**config.mk**
```make
export PLATFORM = sky130hd
export DESIGN_NAME = frame_write_arbiter_flat
export DESIGN_NICKNAME = d
export VERILOG_FILES = /design/src/rtl/frame_write_arbiter_if.sv /design/src/rtl/frame_write_arbiter.sv /design/src/flat_wrapper.sv
export SDC_FILE = /design/constraint.sdc
export NUM_CORES = 1
export LEC_CHECK = 0
export ABC_AREA = 1
export BUFFER_PORTS_ARGS = -buffer_cell sky130_fd_sc_hd__buf_2
export CORE_MARGIN = 2
export CORE_UTILIZATION = 39
export CTS_CLUSTER_DIAMETER = 200
export DETAILED_ROUTE_END_ITERATION = 8
export PLACE_DENSITY = 0.75
export SKIP_LAST_GASP = 1
export SYNTH_ARGS = -nofsm -noshare
export SYNTH_HDL_FRONTEND = slang
export SYNTH_SLANG_ARGS = --single-unit
export TNS_END_PERCENT = 20
```
**constraint.sdc**
```tcl
create_clock -name Clk -period 3.42 [get_ports Clk]
set_input_delay 0.342 -clock Clk [delete_from_list [all_inputs] [get_ports Clk]]
set_output_delay 0.342 -clock Clk [all_outputs]
set_load 0.05 [all_outputs]
```
**src/rtl/frame_write_arbiter_if.sv**
```systemverilog
// Bundle of the clear-control, two pixel requesters and the frame buffer
// write port. The arbiter takes the slave side; the environment (requesters,
// RAM) takes the master side.
//
// Handshake: a requester raises *_valid with x/y/color and holds them
// stable until *_ready is seen high; a pixel moves when valid && ready
// are both high at a rising clock edge. ready is combinational.
interface frame_write_arbiter_if #(
  parameter int ADDR_W = 20
);
  logic              clear_start;
  logic [2:0]        clear_color;
  logic              clear_busy;
  logic              clear_done;

  logic              a_valid;
  logic [9:0]        a_x;
  logic [8:0]        a_y;
  logic [2:0]        a_color;
  logic              a_ready;

  logic              b_valid;
  logic [9:0]        b_x;
  logic [8:0]        b_y;
  logic [2:0]        b_color;
  logic              b_ready;

  logic              ram_we;
  logic [ADDR_W-1:0] ram_addr;
  logic [2:0]        ram_data;

  // FSM state for observation (0 = IDLE, 1 = CLEAR)
  logic              dbg_state;

  modport slave (
    input  clear_start, clear_color,
    input  a_valid, a_x, a_y, a_color,
    input  b_valid, b_x, b_y, b_color,
    output clear_busy, clear_done, a_ready, b_ready,
    output ram_we, ram_addr, ram_data, dbg_state
  );

  modport master (
    output clear_start, clear_color,
    output a_valid, a_x, a_y, a_color,
    output b_valid, b_x, b_y, b_color,
    input  clear_busy, clear_done, a_ready, b_ready,
    input  ram_we, ram_addr, ram_data, dbg_state
  );
endinterface

```
**src/rtl/frame_write_arbiter.sv**
```systemverilog
// Single write port owner for the frame buffer: round-robin arbitration
// between two pixel requesters plus a full-screen clear sequencer.
// All RAM-side outputs come straight from registers.
module frame_write_arbiter #(
  parameter int H_RES  = 640,
  parameter int V_RES  = 480,
  parameter int ADDR_W = 20
) (
  input logic                   Clk,
  input logic                   Reset,
  frame_write_arbiter_if.slave  bus
);

  typedef enum logic {IDLE = 1'b0, CLEAR = 1'b1} state_t;

  localparam logic GRANT_A = 1'b0;
  localparam logic GRANT_B = 1'b1;
  localparam logic [ADDR_W-1:0] H_RES_A   = ADDR_W'(H_RES);
  localparam logic [ADDR_W-1:0] LAST_ADDR = ADDR_W'(H_RES * V_RES - 1);

  state_t            state_q, state_d;
  logic              last_grant_q, last_grant_d;
  logic [2:0]        color_q, color_d;
  logic              ram_we_q, ram_we_d;
  // During a clear ram_addr_q doubles as the clear counter.
  logic [ADDR_W-1:0] ram_addr_q, ram_addr_d;
  logic [2:0]        ram_data_q, ram_data_d;
  logic              clear_done_q, clear_done_d;

  logic              arb_open;
  logic              grant_a, grant_b;
  logic              a_ready, b_ready;
  logic [9:0]        sel_x;
  logic [8:0]        sel_y;
  logic [2:0]        sel_color;
  logic              in_range;
  logic [ADDR_W-1:0] sel_addr;

  // Round-robin grant, ready generation and address of the granted pixel
  always_comb begin
    grant_a   = bus.a_valid && (!bus.b_valid || (last_grant_q == GRANT_B));
    grant_b   = bus.b_valid && !grant_a;
    arb_open  = (state_q == IDLE) && !bus.clear_start && !Reset;
    a_ready   = arb_open && grant_a;
    b_ready   = arb_open && grant_b;
    sel_x     = grant_b ? bus.b_x     : bus.a_x;
    sel_y     = grant_b ? bus.b_y     : bus.a_y;
    sel_color = grant_b ? bus.b_color : bus.a_color;
    in_range  = (32'(sel_x) < H_RES) && (32'(sel_y) < V_RES);
    sel_addr  = ADDR_W'(sel_y) * H_RES_A + ADDR_W'(sel_x);
  end

  // Next-state and registered-output logic
  always_comb begin
    state_d      = state_q;
    last_grant_d = last_grant_q;
    color_d      = color_q;
    ram_we_d     = 1'b0;
    ram_addr_d   = ram_addr_q;
    ram_data_d   = ram_data_q;
    clear_done_d = 1'b0;

    case (state_q)
      IDLE: begin
        if (bus.clear_start) begin
          // First clear write (address 0) goes out in the next cycle.
          state_d    = CLEAR;
          color_d    = bus.clear_color;
          ram_we_d   = 1'b1;
          ram_addr_d = '0;
          ram_data_d = bus.clear_color;
        end else if (a_ready || b_ready) begin
          last_grant_d = b_ready ? GRANT_B : GRANT_A;
          // Off-screen pixels are accepted but never written.
          if (in_range) begin
            ram_we_d   = 1'b1;
            ram_addr_d = sel_addr;
            ram_data_d = sel_color;
          end
        end
      end
      CLEAR: begin
        if (ram_addr_q == LAST_ADDR) begin
          state_d      = IDLE;
          clear_done_d = 1'b1;
        end else begin
          ram_we_d   = 1'b1;
          ram_addr_d = ram_addr_q + ADDR_W'(1);
          ram_data_d = color_q;
        end
      end
      default: state_d = IDLE;
    endcase
  end

  // State and output registers with synchronous reset
  always_ff @(posedge Clk) begin
    if (Reset) begin
      state_q      <= IDLE;
      last_grant_q <= GRANT_B;
      color_q      <= '0;
      ram_we_q     <= 1'b0;
      ram_addr_q   <= '0;
      ram_data_q   <= '0;
      clear_done_q <= 1'b0;
    end else begin
      state_q      <= state_d;
      last_grant_q <= last_grant_d;
      color_q      <= color_d;
      ram_we_q     <= ram_we_d;
      ram_addr_q   <= ram_addr_d;
      ram_data_q   <= ram_data_d;
      clear_done_q <= clear_done_d;
    end
  end

  assign bus.a_ready    = a_ready;
  assign bus.b_ready    = b_ready;
  assign bus.clear_busy = (state_q == CLEAR);
  assign bus.clear_done = clear_done_q;
  assign bus.ram_we     = ram_we_q;
  assign bus.ram_addr   = ram_addr_q;
  assign bus.ram_data   = ram_data_q;
  assign bus.dbg_state  = state_q;

endmodule

```
**src/flat_wrapper.sv**
```systemverilog
// flat-port wrapper written by rule: the top's interface ports become plain ports
module frame_write_arbiter_flat 
#(
  parameter int H_RES  = 640,
  parameter int V_RES  = 480,
  parameter int ADDR_W = 20
)
  (Clk, Reset, bus_clear_start, bus_clear_color, bus_a_valid, bus_a_x, bus_a_y, bus_a_color, bus_b_valid, bus_b_x, bus_b_y, bus_b_color, bus_clear_busy, bus_clear_done, bus_a_ready, bus_b_ready, bus_ram_we, bus_ram_addr, bus_ram_data, bus_dbg_state);
  frame_write_arbiter_if #(.ADDR_W(ADDR_W)) bus_i ();
  input logic Clk;
  input logic Reset;
  input wire logic [$bits(bus_i.clear_start)-1:0] bus_clear_start;
  input wire logic [$bits(bus_i.clear_color)-1:0] bus_clear_color;
  input wire logic [$bits(bus_i.a_valid)-1:0] bus_a_valid;
  input wire logic [$bits(bus_i.a_x)-1:0] bus_a_x;
  input wire logic [$bits(bus_i.a_y)-1:0] bus_a_y;
  input wire logic [$bits(bus_i.a_color)-1:0] bus_a_color;
  input wire logic [$bits(bus_i.b_valid)-1:0] bus_b_valid;
  input wire logic [$bits(bus_i.b_x)-1:0] bus_b_x;
  input wire logic [$bits(bus_i.b_y)-1:0] bus_b_y;
  input wire logic [$bits(bus_i.b_color)-1:0] bus_b_color;
  output wire logic [$bits(bus_i.clear_busy)-1:0] bus_clear_busy;
  output wire logic [$bits(bus_i.clear_done)-1:0] bus_clear_done;
  output wire logic [$bits(bus_i.a_ready)-1:0] bus_a_ready;
  output wire logic [$bits(bus_i.b_ready)-1:0] bus_b_ready;
  output wire logic [$bits(bus_i.ram_we)-1:0] bus_ram_we;
  output wire logic [$bits(bus_i.ram_addr)-1:0] bus_ram_addr;
  output wire logic [$bits(bus_i.ram_data)-1:0] bus_ram_data;
  output wire logic [$bits(bus_i.dbg_state)-1:0] bus_dbg_state;
  assign bus_i.clear_start = bus_clear_start;
  assign bus_i.clear_color = bus_clear_color;
  assign bus_i.a_valid = bus_a_valid;
  assign bus_i.a_x = bus_a_x;
  assign bus_i.a_y = bus_a_y;
  assign bus_i.a_color = bus_a_color;
  assign bus_i.b_valid = bus_b_valid;
  assign bus_i.b_x = bus_b_x;
  assign bus_i.b_y = bus_b_y;
  assign bus_i.b_color = bus_b_color;
  assign bus_clear_busy = bus_i.clear_busy;
  assign bus_clear_done = bus_i.clear_done;
  assign bus_a_ready = bus_i.a_ready;
  assign bus_b_ready = bus_i.b_ready;
  assign bus_ram_we = bus_i.ram_we;
  assign bus_ram_addr = bus_i.ram_addr;
  assign bus_ram_data = bus_i.ram_data;
  assign bus_dbg_state = bus_i.dbg_state;
  frame_write_arbiter #(.H_RES(H_RES), .V_RES(V_RES), .ADDR_W(ADDR_W)) u_core (.Clk(Clk), .Reset(Reset), .bus(bus_i));
endmodule
```
==> summary.md <==
| Metric | Value |
|---|---|
| Status | `finished, final reports clean` |
| Post-Layout Cell Count | `645` |
| Cts-stage hold buffer count | `0` |
| Wire per inst | `11.98 um` |
| Syn-to-layout area delta | `19.40%` |
| CTS HTree Levels | `2` |
| Worst min path class | `primary input to register` |
| Asr flop ratio synth | `0%` |
| Largest family of logic cells by synthesized area | `simple AND/OR/NAND/NOR gates` |
| Share of post-route cells with drive strength above 1 | `19.31%` |
| RSZ-0062 raised after global routing | `no` |
| Distinct cells, synth | `43` |
| CP required | `3.64 ns` |
| R2R setup slack | `between 0.3 and 0.4 ns` |
| # rows | `30` |
| FF/Latch Area | `600.6 um2` |
| Worst VDD drop | `~0.00011 V` |
| Setup bufs post-CTS | `0` |
| CTS tree | `yes` |
| Clk_lat worst skew | `~0.29 ns` |
| Worst Hold Path EP | `u_core.color_q[2]$_SDFFE_PP0P_` |
| Count leader, synth | `nand2_1` |
| Syn Nets | `roughly 540` |
| Synth area leaders | `dfxtp_1 (22%), nand2_1 (21%), nor2_1 (9.3%)` |
| Sequential area share after synthesis | `21.60%` |
| Worst hold stages | `3` |
| R2R cell count | `18` |
| Simple-gate area share of the yosys netlist | `41.04%` |
| CTS root buf | `clkbuf_8` |
| GP Congestion | `0.8822` |
| Worst r2r src | `u_core.last_grant_q$_SDFFE_PP1P_` |
| Via-to-Cell Ratio | `5.037` |
| Hold Vio Cnt, Final | `0` |
| CP Launch Type | `register` |
| TritonCTS Buffers | `5` |
| CTS Buffer Depth | `2` |
| Tmin final | `3.065 ns` |
| Tot Pwr | `1.285 mW` |
| Drt pass-1 iters | `5` |
| Setup Skew | `0.005481 ns` |
| Vias | `3249` |
| Initial DRC count | `163` |
| Port-buffer cells | `80` |
| Final worst slack | `0.3549 ns` |
| Adder-Cell Fraction of Synth Area | `8.641%` |
| Worst slew margin | `about two thirds` |
| TNS Setup | `0 ns` |
| Synth top area share | `21.60%` |
| Synthesis warning total | `0` |
| Top FF cell, synth | `dfxtp_1` |
| #FFs+latches synth | `30` |
| Post-Place Cells | `637` |
| Period utilization | `89.62%` |
| Pin count of the biggest net entering global routing | `28` |
| Leak Pwr | `around 1.7 nW` |
| PD cells | `387.0 nW/um2` |
| Crit path kind | `register to register` |
| Die Wd | `88.43 um` |
| Setup WS pre-CTS | `0.2263 ns` |
| Initial antenna violation count | `0` |
| Die area | `roughly 7800 um2` |
| Worst Tran Pin Value | `between 0.4 and 0.5 ns` |
| Xor-xnor portion of the synthesized cell area | `2.520%` |
| Gr usage total | `19.79%` |
| WP data arrival | `between 3 and 4 ns` |
| Hpwl dp | `6056 um` |
| Final #Nets | `618` |
| Synth cell count leaders | `nand2_1 (155), nor2_1 (69), inv_1 (43)` |
| Slew Limit Fails | `0` |
| Synth Area in Compound Gates | `16.20%` |
| Core Box Area | `6832 um2` |
| Yosys top cell by area | `dfxtp_1` |
| Synth Cell Area | `~2800 um2` |
| Resized Gates After CTS | `0` |
| N_diodes | `0` |
| Fmax | `326.3 MHz` |
| Mux cell area share after synthesis | `0%` |
| Worst Path Max Fanout | `7` |
| Multi-input logic area | `1902 um2` |
| Ports | `81` |
| First-pass GRT wire length | `~12000 um` |
| Max-cap violations | `0` |
| Syn Inst Count | `472` |
| Grt ovf | `0` |
| Reg2reg end | `u_core.bus.ram_addr[18]$_SDFFE_PP0P_` |
| Post-route ant nets | `0` |
| Fillers | `733` |
| Worst hold start | `bus_clear_color[2]` |
| Final setup vio count | `0` |
| Clock transition at path regs | `0.07 ns` |
| # DRC | `0` |
| Die height | `just under 90 um` |
| Endpoint class of the critical path | `register` |
| Syn avg cell area | `between 5 and 6 um2` |
| Vias in the first global route | `2796` |
| Number of flops mapped to enable cells by yosys | `0` |
| Final wirelength | `between 7000 and 8000 um` |
| TritonCTS Sinks | `30` |
| Initial Util | `40.70%` |
-- kinds of logic (layout without fill, tap and decap cells) --
logic type | count (synthesis) | in the layout
buffers and inverters | 61 | 138
AO/OA/AOI/OAI | 81 | 81
flip-flops | 30 | 30
adder cells (fa/ha/maj) | 18 | 18
XOR/XNOR | 8 | 8
AND/OR/NAND/NOR | 274 | 274
-- area by class of cell --
| cell class | instances | share of cell area, % |
|---|---|---|
| sequential | 30 | 18.09 |
| clock inverter | 1 | 0.1508 |
| tap | 96 | 3.619 |
| clock buffer | 7 | 2.601 |
| timing repair buffer | 84 | 12.97 |
| multi-input combinational | 381 | 57.29 |
| inverter | 46 | 5.277 |
-- power by group --
part           internal [mW]  switching, mW  leakage [nW]  total (mW)
combinational          0.183          0.382          1.40       0.566
sequential             0.380         0.0392         0.247       0.419
clock                  0.162          0.138        0.0482       0.300
total                  0.725          0.560          1.70        1.28
-- registers in the layout, summed over array words and instances, names as in the netlist --
| name | flops |
|---|---|
| u_core.bus.ram_we | 1 |
| u_core.color_q | 3 |
| u_core.bus.clear_busy | 1 |
| u_core.bus.ram_addr | 20 |
| u_core.bus.clear_done | 1 |
| u_core.last_grant_q | 1 |
| u_core.bus.ram_data | 3 |
-- per-layer routing --
metal / vias to the layer above / routed length, um / track usage [%]
li1: 1676 / - / -
met1: 1428 / 3610 / 26.44
met2: 132 / 3430 / 33.15
met3: 13 / 561 / 2.985
met4: 0 / 124 / 5.647
met5: - / 0 / 0
-- how the worst max path moves through the flow --
stage | startpoint | cells past startpoint | end
global placement | bus_a_valid | 19 | u_core.bus.ram_addr[18]$_SDFFE_PP0P_
global route | u_core.last_grant_q$_SDFFE_PP1P_ | 18 | u_core.bus.ram_addr[18]$_SDFFE_PP0P_
floorplan | bus_b_valid | 21 | u_core.bus.ram_addr[18]$_SDFFE_PP0P_
CTS | u_core.last_grant_q$_SDFFE_PP1P_ | 17 | u_core.bus.ram_addr[18]$_SDFFE_PP0P_
detailed placement | bus_b_valid | 19 | u_core.bus.ram_addr[18]$_SDFFE_PP0P_
finish | u_core.last_grant_q$_SDFFE_PP1P_ | 18 | u_core.bus.ram_addr[18]$_SDFFE_PP0P_
-- worst max-delay path, cell delays in order, from the launching register on --
cell,delay (ns)
dfxtp_1,0.35
a21oi_4,0.22
nand2_1,0.07
o21ai_1,0.16
ha_1,0.29
ha_1,0.24
fa_1,0.53
nand2_1,0.08
nor2_1,0.09
nand2_1,0.07
a21oi_1,0.17
nand2_1,0.09
nor2_1,0.14
nand2_1,0.09
nor2_1,0.13
nand2_1,0.07
nand2_1,0.05
nand2_1,0.05
a21oi_1,0.11
-- cell usage in the layout, fill, tap and decap left out, types with 3 or more instances in the layout --
| cell type | Yosys | routed |
|---|---|---|
| inv_1 | 43 | 43 |
| clkbuf_8 | 0 | 6 |
| nor2_1 | 69 | 69 |
| nor3_1 | 4 | 4 |
| o21bai_1 | 3 | 3 |
| xor2_1 | 6 | 6 |
| dfxtp_1 | 30 | 30 |
| o21ai_1 | 2 | 3 |
| nand3_1 | 26 | 26 |
| a21oi_1 | 25 | 25 |
| ha_1 | 16 | 16 |
| nand2_1 | 155 | 155 |
| buf_2 | 1 | 80 |
| nand4_1 | 7 | 7 |
| buf_4 | 1 | 4 |
| o21ai_0 | 41 | 40 |
-- metrics by stage --
| stage | cell area [um2] | hold WS (ns) | utilization, % |
|---|---|---|---|
| floorplan | 2780 | 0.4452 | - |
| global placement | 3228 | 0.4541 | 47.25 |
| detailed placement | 3228 | 0.4635 | 47.25 |
| CTS | 3319 | 0.3370 | 48.59 |
| global route | 3319 | 0.3563 | 48.59 |
| finish | 3319 | 0.3358 | 48.59 |
No activity file was read; power rests on OpenSTA's default activity.
